### src/rtl/uart_rx_byte_pkg.sv
// Shared definitions for the console UART receiver: state encoding and console defaults.
package uart_rx_byte_pkg;

    typedef enum logic [2:0] {
        ST_IDLE  = 3'd0,
        ST_START = 3'd1,
        ST_DATA  = 3'd2,
        ST_STOP  = 3'd3,
        ST_BREAK = 3'd4
    } rx_state_t;

    localparam int CONSOLE_CLKS_PER_BIT = 16;
    localparam int CONSOLE_WORD_SIZE    = 8;

endpackage

### src/rtl/uart_rx_byte_sync2.sv
// Two-flop synchroniser for the raw serial line; resets to the idle (high) level.
module uart_rx_byte_sync2 (
    input  logic clk,
    input  logic reset,
    input  logic d,
    output logic q
);

    logic meta;

    always_ff @(posedge clk or posedge reset) begin
        if (reset) begin
            meta <= 1'b1;
            q    <= 1'b1;
        end else begin
            meta <= d;
            q    <= meta;
        end
    end

endmodule

### src/rtl/uart_rx_byte.sv
// 8N1 receiver driving an input-port register: data plus a one-clk active-low WE.
// state | meaning
// IDLE  | line idle, waiting for a low level
// START | mid-start-bit check, rejects glitches
// DATA  | sampling data bits LSB first
// STOP  | sampling stop bit, then commit or flag framing error
// BREAK | line held low after bad stop, waiting for it to return high
module uart_rx_byte
    import uart_rx_byte_pkg::*;
#(
    parameter int WordSize   = CONSOLE_WORD_SIZE,
    parameter int ClksPerBit = CONSOLE_CLKS_PER_BIT
) (
    input  logic                clk,
    input  logic                reset,
    input  logic                rxd,
    output logic [WordSize-1:0] data,
    output logic                WE,
    output logic                busy,
    output logic                framing_err
);

    localparam int TW = $clog2(ClksPerBit);
    localparam int BW = $clog2(WordSize + 1);
    localparam logic [TW-1:0] HALF_TC  = TW'(ClksPerBit / 2 - 2);
    localparam logic [TW-1:0] BIT_TC   = TW'(ClksPerBit - 1);
    localparam logic [BW-1:0] LAST_BIT = BW'(WordSize - 1);

    rx_state_t           state, state_nxt;
    logic                rx_s;
    logic [TW-1:0]       tick;
    logic [BW-1:0]       bit_cnt;
    logic [WordSize-1:0] shift;
    logic                stop_seen, stop_bit;
    logic                commit, we_nxt, ferr_nxt;

    uart_rx_byte_sync2 u_sync (
        .clk   (clk),
        .reset (reset),
        .d     (rxd),
        .q     (rx_s)
    );

    always_ff @(posedge clk or posedge reset) begin
        if (reset) state <= ST_IDLE;
        else       state <= state_nxt;
    end

    always_comb begin
        state_nxt = state;
        case (state)
            ST_IDLE:  if (!rx_s) state_nxt = ST_START;
            ST_START: if (tick == HALF_TC) state_nxt = rx_s ? ST_IDLE : ST_DATA;
            ST_DATA:  if (tick == BIT_TC && bit_cnt == LAST_BIT) state_nxt = ST_STOP;
            ST_STOP:  if (stop_seen) state_nxt = stop_bit ? ST_IDLE : ST_BREAK;
            ST_BREAK: if (rx_s) state_nxt = ST_IDLE;
            default:  state_nxt = ST_IDLE;
        endcase
    end

    // Counters restart on every state change, so each state times from its own entry edge.
    always_ff @(posedge clk or posedge reset) begin
        if (reset) begin
            tick      <= '0;
            bit_cnt   <= '0;
            shift     <= '0;
            stop_seen <= 1'b0;
            stop_bit  <= 1'b1;
        end else begin
            if (state_nxt != state) begin
                tick    <= '0;
                bit_cnt <= '0;
            end else begin
                tick <= (tick == BIT_TC) ? '0 : tick + 1'b1;
                if (state == ST_DATA && tick == BIT_TC) bit_cnt <= bit_cnt + 1'b1;
            end
            if (state == ST_DATA && tick == BIT_TC) shift <= {rx_s, shift[WordSize-1:1]};
            if (state == ST_STOP && tick == BIT_TC && !stop_seen) begin
                stop_seen <= 1'b1;
                stop_bit  <= rx_s;
            end else if (state != ST_STOP) begin
                stop_seen <= 1'b0;
            end
        end
    end

    always_comb begin
        commit   = 1'b0;
        we_nxt   = 1'b1;
        ferr_nxt = 1'b0;
        if (state == ST_STOP && stop_seen) begin
            if (stop_bit) begin
                commit = 1'b1;
                we_nxt = 1'b0;
            end else begin
                ferr_nxt = 1'b1;
            end
        end
    end

    always_ff @(posedge clk or posedge reset) begin
        if (reset) begin
            data        <= '0;
            WE          <= 1'b1;
            framing_err <= 1'b0;
        end else begin
            WE          <= we_nxt;
            framing_err <= ferr_nxt;
            if (commit) data <= shift;
        end
    end

    assign busy = (state != ST_IDLE);

endmodule
### config.mk
export PLATFORM = sky130hd
export DESIGN_NAME = uart_rx_byte
export DESIGN_NICKNAME = d
export VERILOG_FILES = /design/src/rtl/uart_rx_byte_pkg.sv /design/src/rtl/uart_rx_byte_sync2.sv /design/src/rtl/uart_rx_byte.sv
export SDC_FILE = /design/constraint.sdc
export NUM_CORES = 1
export LEC_CHECK = 0
export CAP_MARGIN = 0
export CORE_MARGIN = 1
export CORE_UTILIZATION = 55
export DETAILED_ROUTE_END_ITERATION = 8
export PLACE_DENSITY = 0.8
export SKIP_CTS_REPAIR_TIMING = 1
export SKIP_LAST_GASP = 1
export SYNTH_ARGS = -nofsm -noshare
export SYNTH_HDL_FRONTEND = slang
export SYNTH_SLANG_ARGS = --single-unit
export TNS_END_PERCENT = 20
### constraint.sdc
create_clock -name clk -period 4.2 [get_ports clk]
set_input_delay 0.84 -clock clk [delete_from_list [all_inputs] [get_ports clk]]
set_output_delay 0.84 -clock clk [all_outputs]
set_load 0.005 [all_outputs]
* After elaboration in Yosys (flattened, before gate mapping)
Index checks and enable logic that the tools add are counted.
Storage, ports and cells: register bits after elaboration 33, latch bits 0, memory bits (writable) 0, ROM bits 0, output and inout port bits 11, memories kept 0
Operators by class: add/sub/neg operators 2, $mul 0, div/mod/pow operators 0, $lt $le $gt $ge 0, eq/ne operators 9, shifts and indexed selects 0, multiplexer cells 19, bitwise operators 0, reduce and logical (&&, ||, !) cells 10
Operators by type and width (count):
- two-way mux 3 bit | 6
- two-way mux 4 bit | 4
- case mux 3 bit (5 select lines) | 1
- adder 4 x 1 -> 4 bit, second input constant | 2
- == test 4 x 3 -> 1 bit, second input constant | 2
- two-way mux 1 bit | 7
- == test 3 x 2 -> 1 bit, second input constant | 2
- logical AND 1 bit | 5
- == test 4 bit, second input constant | 1
- nonzero test 2 bit | 2
- == test 3 x 1 -> 1 bit, second input constant | 1
- == test 3 bit, second input constant | 1
- logical NOT 3 bit | 1
- != test 3 x 2 -> 1 bit, second input constant | 1
- != test 3 bit | 1
- nonzero test 3 bit | 1
- two-way mux 2 bit | 1
- logical NOT 1 bit | 1

* Depth between registers and ports, before layout
Gate-level depths: netlist of run 1.
depth after elaboration 6, mapped depth 7

* By module
A second synthesis of run 1 with hierarchy kept.
Second synthesis, totals: cells, all modules 114, area total of the unflattened synthesis 1500.2 µm²
By module, submodules not included:
- uart_rx_byte | instances 1, cells an instance 111, area each 1443.9 µm², sequential area each 778.2 µm²
- uart_rx_byte_sync2 | instances 1, cells an instance 3, area each 56.3 µm², sequential area each 52.6 µm²

* Worst setup path before layout of run 1
OpenSTA, ideal clock, no wires.
kind reg2out, start point register state[1], end point output busy, arrival 0.886 ns, data required time 3.360 ns, slack 2.474 ns, cell stages (with the launch flop) 3, path buffers 1, path through dfrtp_1 > buf_4 > or3_1
Between the ends: longest elaborated chain between the ends 1
Ends and longest elaborated chain:
- start: declaration | line uart_rx_byte.sv:29 | rx_state_t state, state_nxt;
- start signal: assignment | line uart_rx_byte.sv:46 | else state <= state_nxt;
- nonzero test 3 bit | line uart_rx_byte.sv:113 | assign busy = (state != ST_IDLE);
- end: declaration | line uart_rx_byte.sv:19 | output logic busy,
No other way between the ends.

* Worst setup path in the final report of run 1
start point register state[0], end point output busy
Same word-level chain as after synthesis.

==> flow_metrics.tcl, run 1 <==
set metrics [dict create \
    startpoint_type "flop" \
    crit_type "flop to primary output" \
    routed_wirelength_um 2520 \
    grt_overflow 0 \
    wl_per_cell_um 15.8 \
    final-hold-violation-count 0 \
    clk_latency_ps 330 \
    rows 19 \
    seq_area_frac_synth_pct 52.3 \
    port_buffers 13 \
    via_per_inst 5.60 \
    hold_start "u_sync.meta" \
    clockBufferDepth 2 \
    grt_usage_pct 18.9 \
    grt_max_degree 33 \
    dp_cells 152 \
    gp_congestion 0.728 \
    dieArea_um2 3110 \
    r2r_end "shift[6]" \
    finalMaxSlewViolations 0 \
    end_kind "primary output" \
    ys_types 39 \
    postRouteAntennaNets 0 \
    grt_pass1_vias 942 \
    syn_to_final_growth_pct 10.9 \
    synth-seq-cells 33 \
    die_h_um 55.8 \
    clock_tree.root_cell "clkbuf_4" \
    r2r-start "tick[0]" \
    core_um2 2760 \
    critical_path.max_fanout 12 \
    p_leak_nw 0.854 \
    cts_buffers 5 \
    fin_nets 134 \
    rsz0062_at_grt "false" \
    drive_gt1_share_pct 31.0 \
    final_common_cell "dfrtp_1" \
    cap_violations 0 \
    fin_util_pct 63.9 \
    period_share_pct 60.4 \
    fin_ws_ps 1660 \
    initialDrtViolationCount 21 \
    synthesis.nets 119 \
    fillers 227 \
    die_w_um 55.8 \
    setup_viol 0 \
    holdPathStages 0 \
    max_slew.worst_pin.slew_ps 1180 \
    status "finished clean" \
    setup_tns_ps 0 \
    worst_hold_path.endpoint "u_sync.q" \
    pre_cts_ws_ps 1890 \
    period_needed_ps 2540 \
    synthCells 113 \
    final_cell_mix "dfrtp_1 (29), mux2_4 (15), clkdlybuf4s50_1 (13)" \
    yosys_warnings 0 \
    grt_pass1_wl_um 4410 \
    hp-class "flop to flop" \
    cts.sinks 33 \
    start_util_pct 57.6 \
    slew_headroom_pct 21.5 \
    antenna_cells 0 \
    vdd_ir_drop_max_v 0.000333 \
    synth_top_cell_by_area "dfrtp_1" \
    via_count 896 \
    fin_worst_skew_ps 5.41 \
    cts_tree "yes" \
    h-tree-depth 2 \
    drc_errors 0 \
    stdcell_count 160 \
    r2r_setup_slack_ps 2460 \
    hpwl_um 1800 \
    synth_area_leaders "dfrtp_1 (46%), mux2_4 (14%), dfstp_2 (6.6%), nor3_2 (2.5%), ha_1 (2.4%)" \
    synth_area_um2 1590 \
    critical_path_arrival_ps 1700 \
    postSynthAreaPerCell_um2 14.1 \
    r2r_cells 4 \
    power.density_nw_per_um2 418 \
    fmax_mhz 394 \
    first_pass_iters 4 \
    synth_top_area_share_pct 45.7 \
    antenna_found_initial 0 \
    worstPathRequired_ps 3360 \
    clkSlewWorstSetupHoldPaths_ps 100 \
    io_pins 14 \
]
==> cells by family (layout without fill, tap and decap cells) <==
family	count (synthesis)	in the layout	synth area share, %
buffers and inverters	8	24	3.86
AO/OA/AOI/OAI	7	7	3.78
flip-flops	33	33	52.3
multiplexers	18	18	16.2
XOR/XNOR	5	5	3.23
adder cells (fa/ha/maj)	3	3	2.36
AND/OR/NAND/NOR	39	39	18.3
==> flip-flops by register name, indices dropped and copies added (netlist names) <==
| register | cells |
|---|---|
| bit_cnt | 4 |
| framing_err | 1 |
| state | 3 |
| data | 8 |
| u_sync.meta | 1 |
| stop_bit | 1 |
| stop_seen | 1 |
| WE | 1 |
| tick | 4 |
| shift | 8 |
| u_sync.q | 1 |
==> synthesized netlist by cell type (all sizes together) <==
master	number
dfrtp	29
mux2	17
nor3	10
nand2	7
nand3	7
buf	6
dfstp	4
ha	3
nor2	3
xor2	3
inv	2
nand4	2
nor4	2
xnor2	2
a21o	1
a21oi	1
a31oi	1
and3	1
and3b	1
mux2i	1
nand3b	1
nand4bb	1
nor2b	1
nor3b	1
o21a	1
o21ai	1
o22ai	1
o32a	1
or3	1
or3b	1
==> critical path: stages, from the launching register on <==
cell and delay [ps]:
dfrtp_1 530, or3_1 390, clkdlybuf4s50_1 450
==> final cells by class <==
cell class | instances | area [um2] | area share, %
repair buffers | 14 | 138 | 7.81
clock buffers | 6 | 41.3 | 2.34
flip-flops and latches | 33 | 831 | 47.1
well taps | 31 | 38.8 | 2.20
clock inverters | 2 | 10.0 | 0.568
multi-input cells | 72 | 697 | 39.5
inverters | 2 | 7.51 | 0.426
==> metal layers <==
layer,part of all wire [%],global-route usage (%),routed length [um]
met3,3.6,6.28,92
met4,2.0,7.50,51
met2,51,30.1,1290
met5,0,0,0
met1,43,23.7,1090
==> worst max-delay path by stage <==
| stage | start | end | slack, ps | depth (start not counted) |
|---|---|---|---|---|
| 4_1_cts | state[0] | busy | 1650 | 2 |
| 3_3_place_gp | reset | u_sync.meta | 1940 | 3 |
| 3_5_place_dp | reset | u_sync.meta | 1890 | 3 |
| 2_1_floorplan | state[1] | busy | 2470 | 2 |
| 5_1_grt | state[0] | busy | 1570 | 2 |
| 6_report | state[0] | busy | 1660 | 2 |
==> power by group <==
group | internal (mW) | leakage, nW | total, mW | switching, mW
Clock | 0.0636 | 0.0320 | 0.167 | 0.104
Combinational | 0.0842 | 0.386 | 0.165 | 0.0811
Sequential | 0.352 | 0.436 | 0.405 | 0.0531
==> per-stage QoR <==
step | hold WS, ps | power [mW] | cell area, um2
global route | 370 | 0.786 | 1760
floorplan | 345 | 0.551 | 1590
detailed placement | 351 | 0.579 | 1710
finish | 363 | 0.737 | 1760
CTS | 366 | 0.747 | 1760
global placement | 349 | 0.569 | 1710
Power figures use the tool's default switching activity.
==> run 2: changes to the inputs <==
==> constraint.sdc (replaced) <==
create_clock -name clk -period 2.4 [get_ports clk]
set_input_delay 0.48 -clock clk [delete_from_list [all_inputs] [get_ports clk]]
set_output_delay 0.48 -clock clk [all_outputs]
set_load 0.005 [all_outputs]
==> flow_metrics.tcl, run 2 (synthesized netlist as in run 1, its figures left out) <==
set metrics [dict create \
    io_pins 14 \
    final_common_cell "dfrtp_1" \
    fin_nets 134 \
    via_count 912 \
    r2r_cells 4 \
    clock_tree.root_cell "clkbuf_4" \
    crit_path_max_incr_delay_ps 530 \
    final_cell_area_um2 1800 \
    finalPower_mw 1.42 \
    grt_pass1_vias 956 \
    postRouteAntennaNets 0 \
    routed_wirelength_um 2430 \
    first_pass_iters 4 \
    internal-power_mw 1.01 \
    startpoint_type "flop" \
    hpwl_um 1710 \
    maxUsedRoutingLayer "met4" \
    initialDrtViolationCount 25 \
    placed_cell_area_um2 1710 \
    gp_congestion 0.783 \
    status "finished clean" \
    slowest_stage "dfrtp_1" \
    rows 19 \
    largest_registers "data (8), shift (8)" \
    wl_met3_um 83 \
    clk_latency_ps 330 \
    start_util_pct 57.6 \
    power.density_nw_per_um2 791 \
    critical_path.max_fanout 12 \
    cts_tree "yes" \
    p_comb_share_pct 20.6 \
    wirelength_met1_um 1050 \
    endpoint "busy" \
    finalMaxSlewViolations 0 \
    fillers 216 \
    dieArea_um2 3110 \
    r2r-start "tick[0]" \
    slew_headroom_pct 72.9 \
    grt_overflow 0 \
    max_slew.worst_pin.slew_ps 406 \
    fmax_mhz 460 \
    antenna_cells 0 \
    drive_gt1_share_pct 31.0 \
    via_per_inst 5.70 \
    grt_max_degree 34 \
    seq_area_um2 831 \
    pre_cts_ws_ps 584 \
    final-hold-violation-count 0 \
    crit_type "flop to primary output" \
    met2WireLength_um 1260 \
    cts.sinks 33 \
    setup_viol 0 \
    antenna_found_initial 0 \
    cts_buffers 5 \
    die_w_um 55.8 \
    hp-class "flop to flop" \
    vdd_ir_drop_max_v 0.000594 \
    p_sw_uw 410 \
    core_um2 2760 \
    p_sw_share_pct 28.8 \
    grt_usage_pct 18.1 \
    multi_input_area_um2 697 \
    h-tree-depth 2 \
    seqPwrFrac_pct 49.7 \
    grt_pass1_wl_um 4290 \
    syn_to_final_growth_pct 13.1 \
    p_leak_nw 0.867 \
    wl_per_cell_um 15.2 \
    worstPathCellList "or3_1 -> clkdlybuf4s50_1" \
    stdcell_count 160 \
    die_h_um 55.8 \
    critical_path_arrival_ps 1700 \
    r2r_setup_slack_ps 670 \
    worstPathRequired_ps 1920 \
    r2r_end "shift[6]" \
    setup.worst_path.start "state[0]" \
    period_needed_ps 2180 \
    rsz0062_at_grt "false" \
    clkSlewWorstSetupHoldPaths_ps 100 \
    port_buffers 13 \
    pwr-share-clk_pct 29.8 \
    end_kind "primary output" \
    cap_violations 0 \
    dp_cells 152 \
    fin_worst_skew_ps 11.3 \
    final_cell_mix "dfrtp_1 (29), mux2_4 (15), clkdlybuf4s50_1 (13)" \
    drc_errors 0 \
    period_share_pct 90.7 \
    clockBufferDepth 2 \
    hold_start "u_sync.meta" \
    fin_ws_ps 224 \
    setup_tns_ps 0 \
]
[run 2: cell types whose count changed in the layout (fill, tap and decap cells not counted)]
| cell | delta |
|---|---|
| bufinv_16 | +1 |
| clkinv_2 | -2 |
| clkbuf_8 | +1 |
[run 2: power by group through the flow]
stage | clock network, mW | registers (mW) | logic, mW
6_report | 0.423 | 0.706 | 0.292
5_1_grt | 0.461 | 0.721 | 0.326
4_1_cts | 0.436 | 0.706 | 0.298
3_5_place_dp | 0 | 0.718 | 0.295
3_3_place_gp | 0 | 0.710 | 0.286
2_1_floorplan | 0 | 0.668 | 0.297
[run 2: how the worst min path moves through the flow]
stage          depth (start not counted)        to  slack (ps)
2_1_floorplan                          0  u_sync.q         350
3_3_place_gp                           0  u_sync.q         350
3_5_place_dp                           0  u_sync.q         350
4_1_cts                                0  u_sync.q         360
5_1_grt                                0  u_sync.q         370
6_report                               0  u_sync.q         360
[run 2: critical path: cells and delay by family (launching register included)]
family / cells / cell delay, ps
AND/OR/NAND/NOR: 1 / 390
flip-flops: 1 / 530
buffers and inverters: 1 / 450
[run 2: cell type report]
class	count	area share, %
flip-flops and latches	33	46.2
multi-input cells	72	38.8
repair buffers	14	7.66
clock buffers	7	3.06
well taps	31	2.16
clock inverters	1	1.67
inverters	2	0.418
[run 2: per-layer routing]
metal	global-route usage [%]	vias to the layer above
met3	4.19	5
met5	0	-
met4	8.57	0
met2	30.3	18
met1	22.1	462
li1	-	427
[run 2: metrics by stage]
stage | hold slack (ps) | utilization [%]
3_3_place_gp | 347 | 62.1
6_report | 361 | 65.2
5_1_grt | 371 | 65.2
2_1_floorplan | 345 | -
3_5_place_dp | 347 | 62.1
4_1_cts | 362 | 65.2
==> variant 1 (config.mk and constraints of run 1) <==
The output `WE` loses its register stage (`WE` becomes a continuous assignment).
--- a/src/rtl/uart_rx_byte.sv
+++ b/src/rtl/uart_rx_byte.sv
@@ -101,15 +101,15 @@
     always_ff @(posedge clk or posedge reset) begin
         if (reset) begin
             data        <= '0;
-            WE          <= 1'b1;
             framing_err <= 1'b0;
         end else begin
-            WE          <= we_nxt;
             framing_err <= ferr_nxt;
             if (commit) data <= shift;
         end
     end
 
+    assign WE = we_nxt;
+
     assign busy = (state != ST_IDLE);
 
 endmodule
Function: no difference found for any inputs over 10 cycles, from zero or initial values and one cycle with reset high; that may be too few to reach the edited logic, so the function may still have changed.
==> variant 1 against run 1 <==
Setup slack got worse by 150 ps; sequential share of layout area grew 0.54 points; utilization is 3.6 points higher; synthesized area down 7.6%; clock power increased by 4%; via count fell by 1.8%; cell area down 4.3%; cell count is 0.63% lower; sequential cell count fell by 1; total power down 4.0%; sequential power is 5.7% lower; combinational power fell by 7%; worst hold slack worse by 5.7 ps; wire length fell by 3.5%; largest cell class unchanged; largest power group unchanged; highest routed layer unchanged.
==> variant 1: results (changes against run 1) <==
[status]
run_status = completed  ; unchanged

[placed_design]
place_ws_ps = 1890  ; about the same
gp_congestion = 0.742  ; was 0.728
dp_hpwl_um = 1600  ; was 1800 um
placed_area_mm2 = 0.00160  ; was 0.00171 mm^2

[global_routing]
grt_pass1_vias = 871  ; was 942
grt_pass1_wl_um = 3920  ; was 4410 um
met1_usage = 0.251  ; was 0.237
grt_util_all_layers = 0.205  ; was 0.189
use_met3 = 0.0876  ; was 0.0628
grt_max_degree = 33  ; unchanged
met2_usage = 0.307  ; was 0.301

[synthesis]
synth_top_area_frac = 0.494  ; was 0.457
syn-num-nets = 118  ; was 119
synth_area_leaders = dfrtp_1 49%, mux2_2 12%, dfstp_2 5.4%  ; was dfrtp_1 46%, mux2_4 14%, dfstp_2 6.6%
synth-seq-area-share = 0.548  ; was 0.523
syn-mean-instance-area_um2 = 13.1  ; was 14.1 um^2

[worst_setup_path]
critPathMaxStageDelay_ps = 610  ; was 530 ps
r2r_setup_slack_ps = 2530  ; was 2460 ps
rr_endpoint = bit_cnt[1]$_DFFE_PP0P_  ; was shift[6]$_DFFE_PP0P_
cp_max_fo = 11  ; was 12
rr_worst_depth = 6  ; was 4

[route]
drt_iter0_drc = 19  ; was 21
wl_met1_um = 1140  ; was 1090 um
wl_met3_um = 87  ; was 92 um
vias = 880  ; was 896

[layout]
stdcell_count = 159  ; was 160

[sta]
finClkSkew_ps = 11.1  ; was 5.41 ps
timing.hold.ws_ps = 357  ; was 363 ps

[power_and_ir_drop]
leakage_uw = 0.000802  ; was 0.000854 uW
vdd_drop_max_mv = 0.376  ; was 0.333 mV

==> variant 1: changes by cell type after synthesis, moves of 2 or more <==
cell / before / now
nor2_1: 3 / 6
xor2_1: 2 / 4
buf_6: 3 / 1
mux2_4: 15 / 0
nand3_1: 6 / 4
nor4_1: 0 / 2
mux2_2: 0 / 16
nor3_2: 4 / 2
==> variant 1: power by group <==
part,leakage [uW],internal (uW),switching [uW]
combinational,0.000339,75.9,77.1
sequential,0.000428,335,46.9
clock,0.0000349,64.1,109
==> variant 1: final cells by class <==
class                           instances  area [um^2]
Clock buffer                            5         37.5
Clock inverter                          3         18.8
Fill cell                             180          812
Inverter                                4         15.0
Multi-Input combinational cell         71          617
Sequential cell                        32          805
Tap cell                               30         37.5
Timing Repair Buffer                   14          158
==> variant 1: logic make-up (layout without fill, tap and decap cells) <==
| kind of cell | after synthesis | in the layout | synth area share |
|---|---|---|---|
| xor gates and xnor gates | 5 | 5 | 0.0298 |
| DFF | 32 | 32 | 0.548 |
| AOI/OAI and AO/OA | 7 | 7 | 0.0392 |
| and+or+nand+nor | 38 | 38 | 0.188 |
| muxes | 18 | 18 | 0.137 |
| adders and majority gates | 3 | 3 | 0.0256 |
| buffers and inverters | 9 | 26 | 0.0324 |
==> variant 1: worst max-delay path by stage <==
stage                             from   end  depth (start not counted)
CTS                 state[0]$_DFF_PP0_    WE                          4
finish              state[0]$_DFF_PP0_    WE                          4
floorplan           state[1]$_DFF_PP0_  busy                          2
detailed placement  state[0]$_DFF_PP0_    WE                          4
global placement    state[0]$_DFF_PP0_    WE                          4
global route        state[0]$_DFF_PP0_    WE                          4
==> variant 1: worst register-to-register path, delay by kind of cell, from the launching register on <==
family	cells	cell delay, ps
buf+inv	1	70
fa+ha+maj	1	140
simple gates	4	920
flops	1	420
==> variant 2 (settings of run 1) <==
Without the edit above. `CONSOLE_CLKS_PER_BIT`: 16 -> 32.
--- a/src/rtl/uart_rx_byte_pkg.sv
+++ b/src/rtl/uart_rx_byte_pkg.sv
@@ -9,7 +9,7 @@
         ST_BREAK = 3'd4
     } rx_state_t;
 
-    localparam int CONSOLE_CLKS_PER_BIT = 16;
+    localparam int CONSOLE_CLKS_PER_BIT = 32;
     localparam int CONSOLE_WORD_SIZE    = 8;
 
 endpackage
Check against the original RTL: no difference found for any inputs over 10 cycles, from zero or initial values and one cycle with reset high; that may be too few to reach the edited logic, so the function may still have changed.
==> variant 2 against run 1 <==
Non-clock buffer count is the same; worst hold slack lost 3.1 ps; synthesized cell count is the same; synthesized area shrank 5.4%; sequential cell count grew 1; cell area shrank 2.3%; wire length grew 1.7%; setup slack is essentially flat; largest cell class unchanged; highest routed layer unchanged.
Power is not compared: it rests on default switching activity, and its combinational part moved more than twofold at a synthesized area within 25%.
==> variant 2: results (changes against run 1) <==
[power_and_ir_drop]
leakage_uw = 0.000814
net-switching-power_uw = 163
vdd_drop_max_mv = 0.357

[cts]
cts-root-buf = clkbuf_4  ; unchanged
clk_path_buf_depth = 2  ; unchanged
cts-htree-levels = 2  ; unchanged
clk_transition_reported_paths_ps = 100  ; about the same
cts_buffers = 5  ; unchanged
clk_latency_ps = 330  ; about the same

[placed_design]
place_ws_ps = 1990  ; was 1890 ps
dp_hpwl_um = 1780  ; was 1800 um
placed_area_mm2 = 0.00164  ; was 0.00171 mm^2
gp_congestion = 0.803  ; was 0.728

[global_routing]
grt_pass1_wl_um = 4190  ; was 4410 um
grt_pass1_vias = 902  ; was 942
grt_util_all_layers = 0.213  ; was 0.189
grt_max_degree = 35  ; was 33
gr-total-overflow = 0  ; unchanged
antenna_found_initial = 0  ; unchanged

[sta]
finClkSkew_ps = 9.71  ; was 5.41 ps
tightestPinTransition_ps = 414  ; was 1180 ps
fin_crit_ps = 2540  ; about the same
timing.hold.ws_ps = 360  ; was 363 ps

[synthesis]
yosys_warnings = 0  ; unchanged
synth-async-reset-ratio = 1.00  ; unchanged
syn-num-nets = 120  ; was 119
synth_area_leaders = dfrtp_1 50%, mux2_2 13%, dfstp_2 7.0%  ; was dfrtp_1 46%, mux2_4 14%, dfstp_2 6.6%
synth_compound_area_frac = 0.0583  ; was 0.0378
muxShareOfSynthArea = 0.134  ; was 0.162
synth_adder_area_share = 0.0333  ; was 0.0236
synth-seq-area-share = 0.570  ; was 0.523
synthFlopType = dfrtp_1  ; unchanged
synth_common_cells = 30 x dfrtp_1, 17 x mux2_2, 8 x nor2_1  ; was 29 x dfrtp_1, 15 x mux2_4, 6 x nand2_1, 6 x nand3_1, 6 x nor3_1
synthXorXnorAreaFrac = 0.0291  ; was 0.0323
yosysUniqueCellTypes = 35  ; was 39

[layout]
fillCellCount = 195  ; was 227
n_antenna_cell = 0  ; unchanged
reg_top3 = data: 8 flops, shift: 8 flops, tick: 5 flops  ; was data: 8 flops, shift: 8 flops
final_net_count = 136  ; was 134
drive_gt1_frac = 0.308  ; was 0.310

[route]
drt_iter0_drc = 14  ; was 21
drc_errors = 0  ; unchanged
viasPerCell = 5.59  ; was 5.60
wirelength_um = 2570  ; was 2520 um
dr.pass1.iters = 4  ; unchanged

[hold_path]
hold_path.class = reg2reg  ; unchanged

[worst_setup_path]
worstPathArrival_ps = 1700  ; about the same
critPathSlowestCell = dfrtp_1  ; unchanged
critPathMaxStageDelay_ps = 540
cp_max_fo = 13  ; was 12
cpLargestDelayFamily = flip-flops  ; unchanged

[status]
run_status = completed  ; unchanged

[job]
drv_cap = 0  ; unchanged

variant 2: through the flow:
| step | cells | total power, uW | util |
|---|---|---|---|
| after floorplan | 113 | 422 | - |
| after global placement | 152 | 433 | 0.649 |
| after detailed placement | 152 | 440 | 0.649 |
| after CTS | 160 | 688 | 0.683 |
| after global routing | 160 | 717 | 0.683 |
| final | 160 | 681 | 0.683 |
variant 2: power by group through the flow:
stage | Clock, uW | Sequential, uW | Combinational, uW
2_1_floorplan | 0 | 362 | 59.1
3_3_place_gp | 0 | 370 | 63.5
3_5_place_dp | 0 | 373 | 66.9
4_1_cts | 253 | 367 | 67.0
5_1_grt | 271 | 369 | 76.4
6_report | 247 | 368 | 66.6
variant 2: worst paths after layout:
kind	from	end	cells after the start
hold reg to reg	u_sync.meta$_DFF_PP1_	u_sync.q$_DFF_PP1_	0
max in group asynchronous	reset	u_sync.q$_DFF_PP1_	3
setup / recovery	state[1]$_DFF_PP0_	busy	2
setup reg to reg	tick[0]$_DFF_PP0_	tick[3]$_DFF_PP0_	7
hold / removal	u_sync.meta$_DFF_PP1_	u_sync.q$_DFF_PP1_	0
min in group asynchronous	reset	state[2]$_DFF_PP0_	3
variant 2: per-layer routing:
layer | up-vias | track usage | part of all wire
met5 | - | 0 | 0
met4 | 0 | 0.0769 | 0.015
met3 | 6 | 0.0861 | 0.039
met2 | 14 | 0.339 | 0.51
met1 | 446 | 0.260 | 0.43
li1 | 428 | - | -
variant 2: area by class of cell:
class	instances	area, um^2	share of cell area
Clock buffer	7	55.1	0.0320
Clock inverter	1	30.0	0.0174
Inverter	3	11.3	0.00654
Multi-Input combinational cell	71	596	0.346
Sequential cell	34	856	0.497
Tap cell	30	37.5	0.0218
Timing Repair Buffer	14	138	0.0799
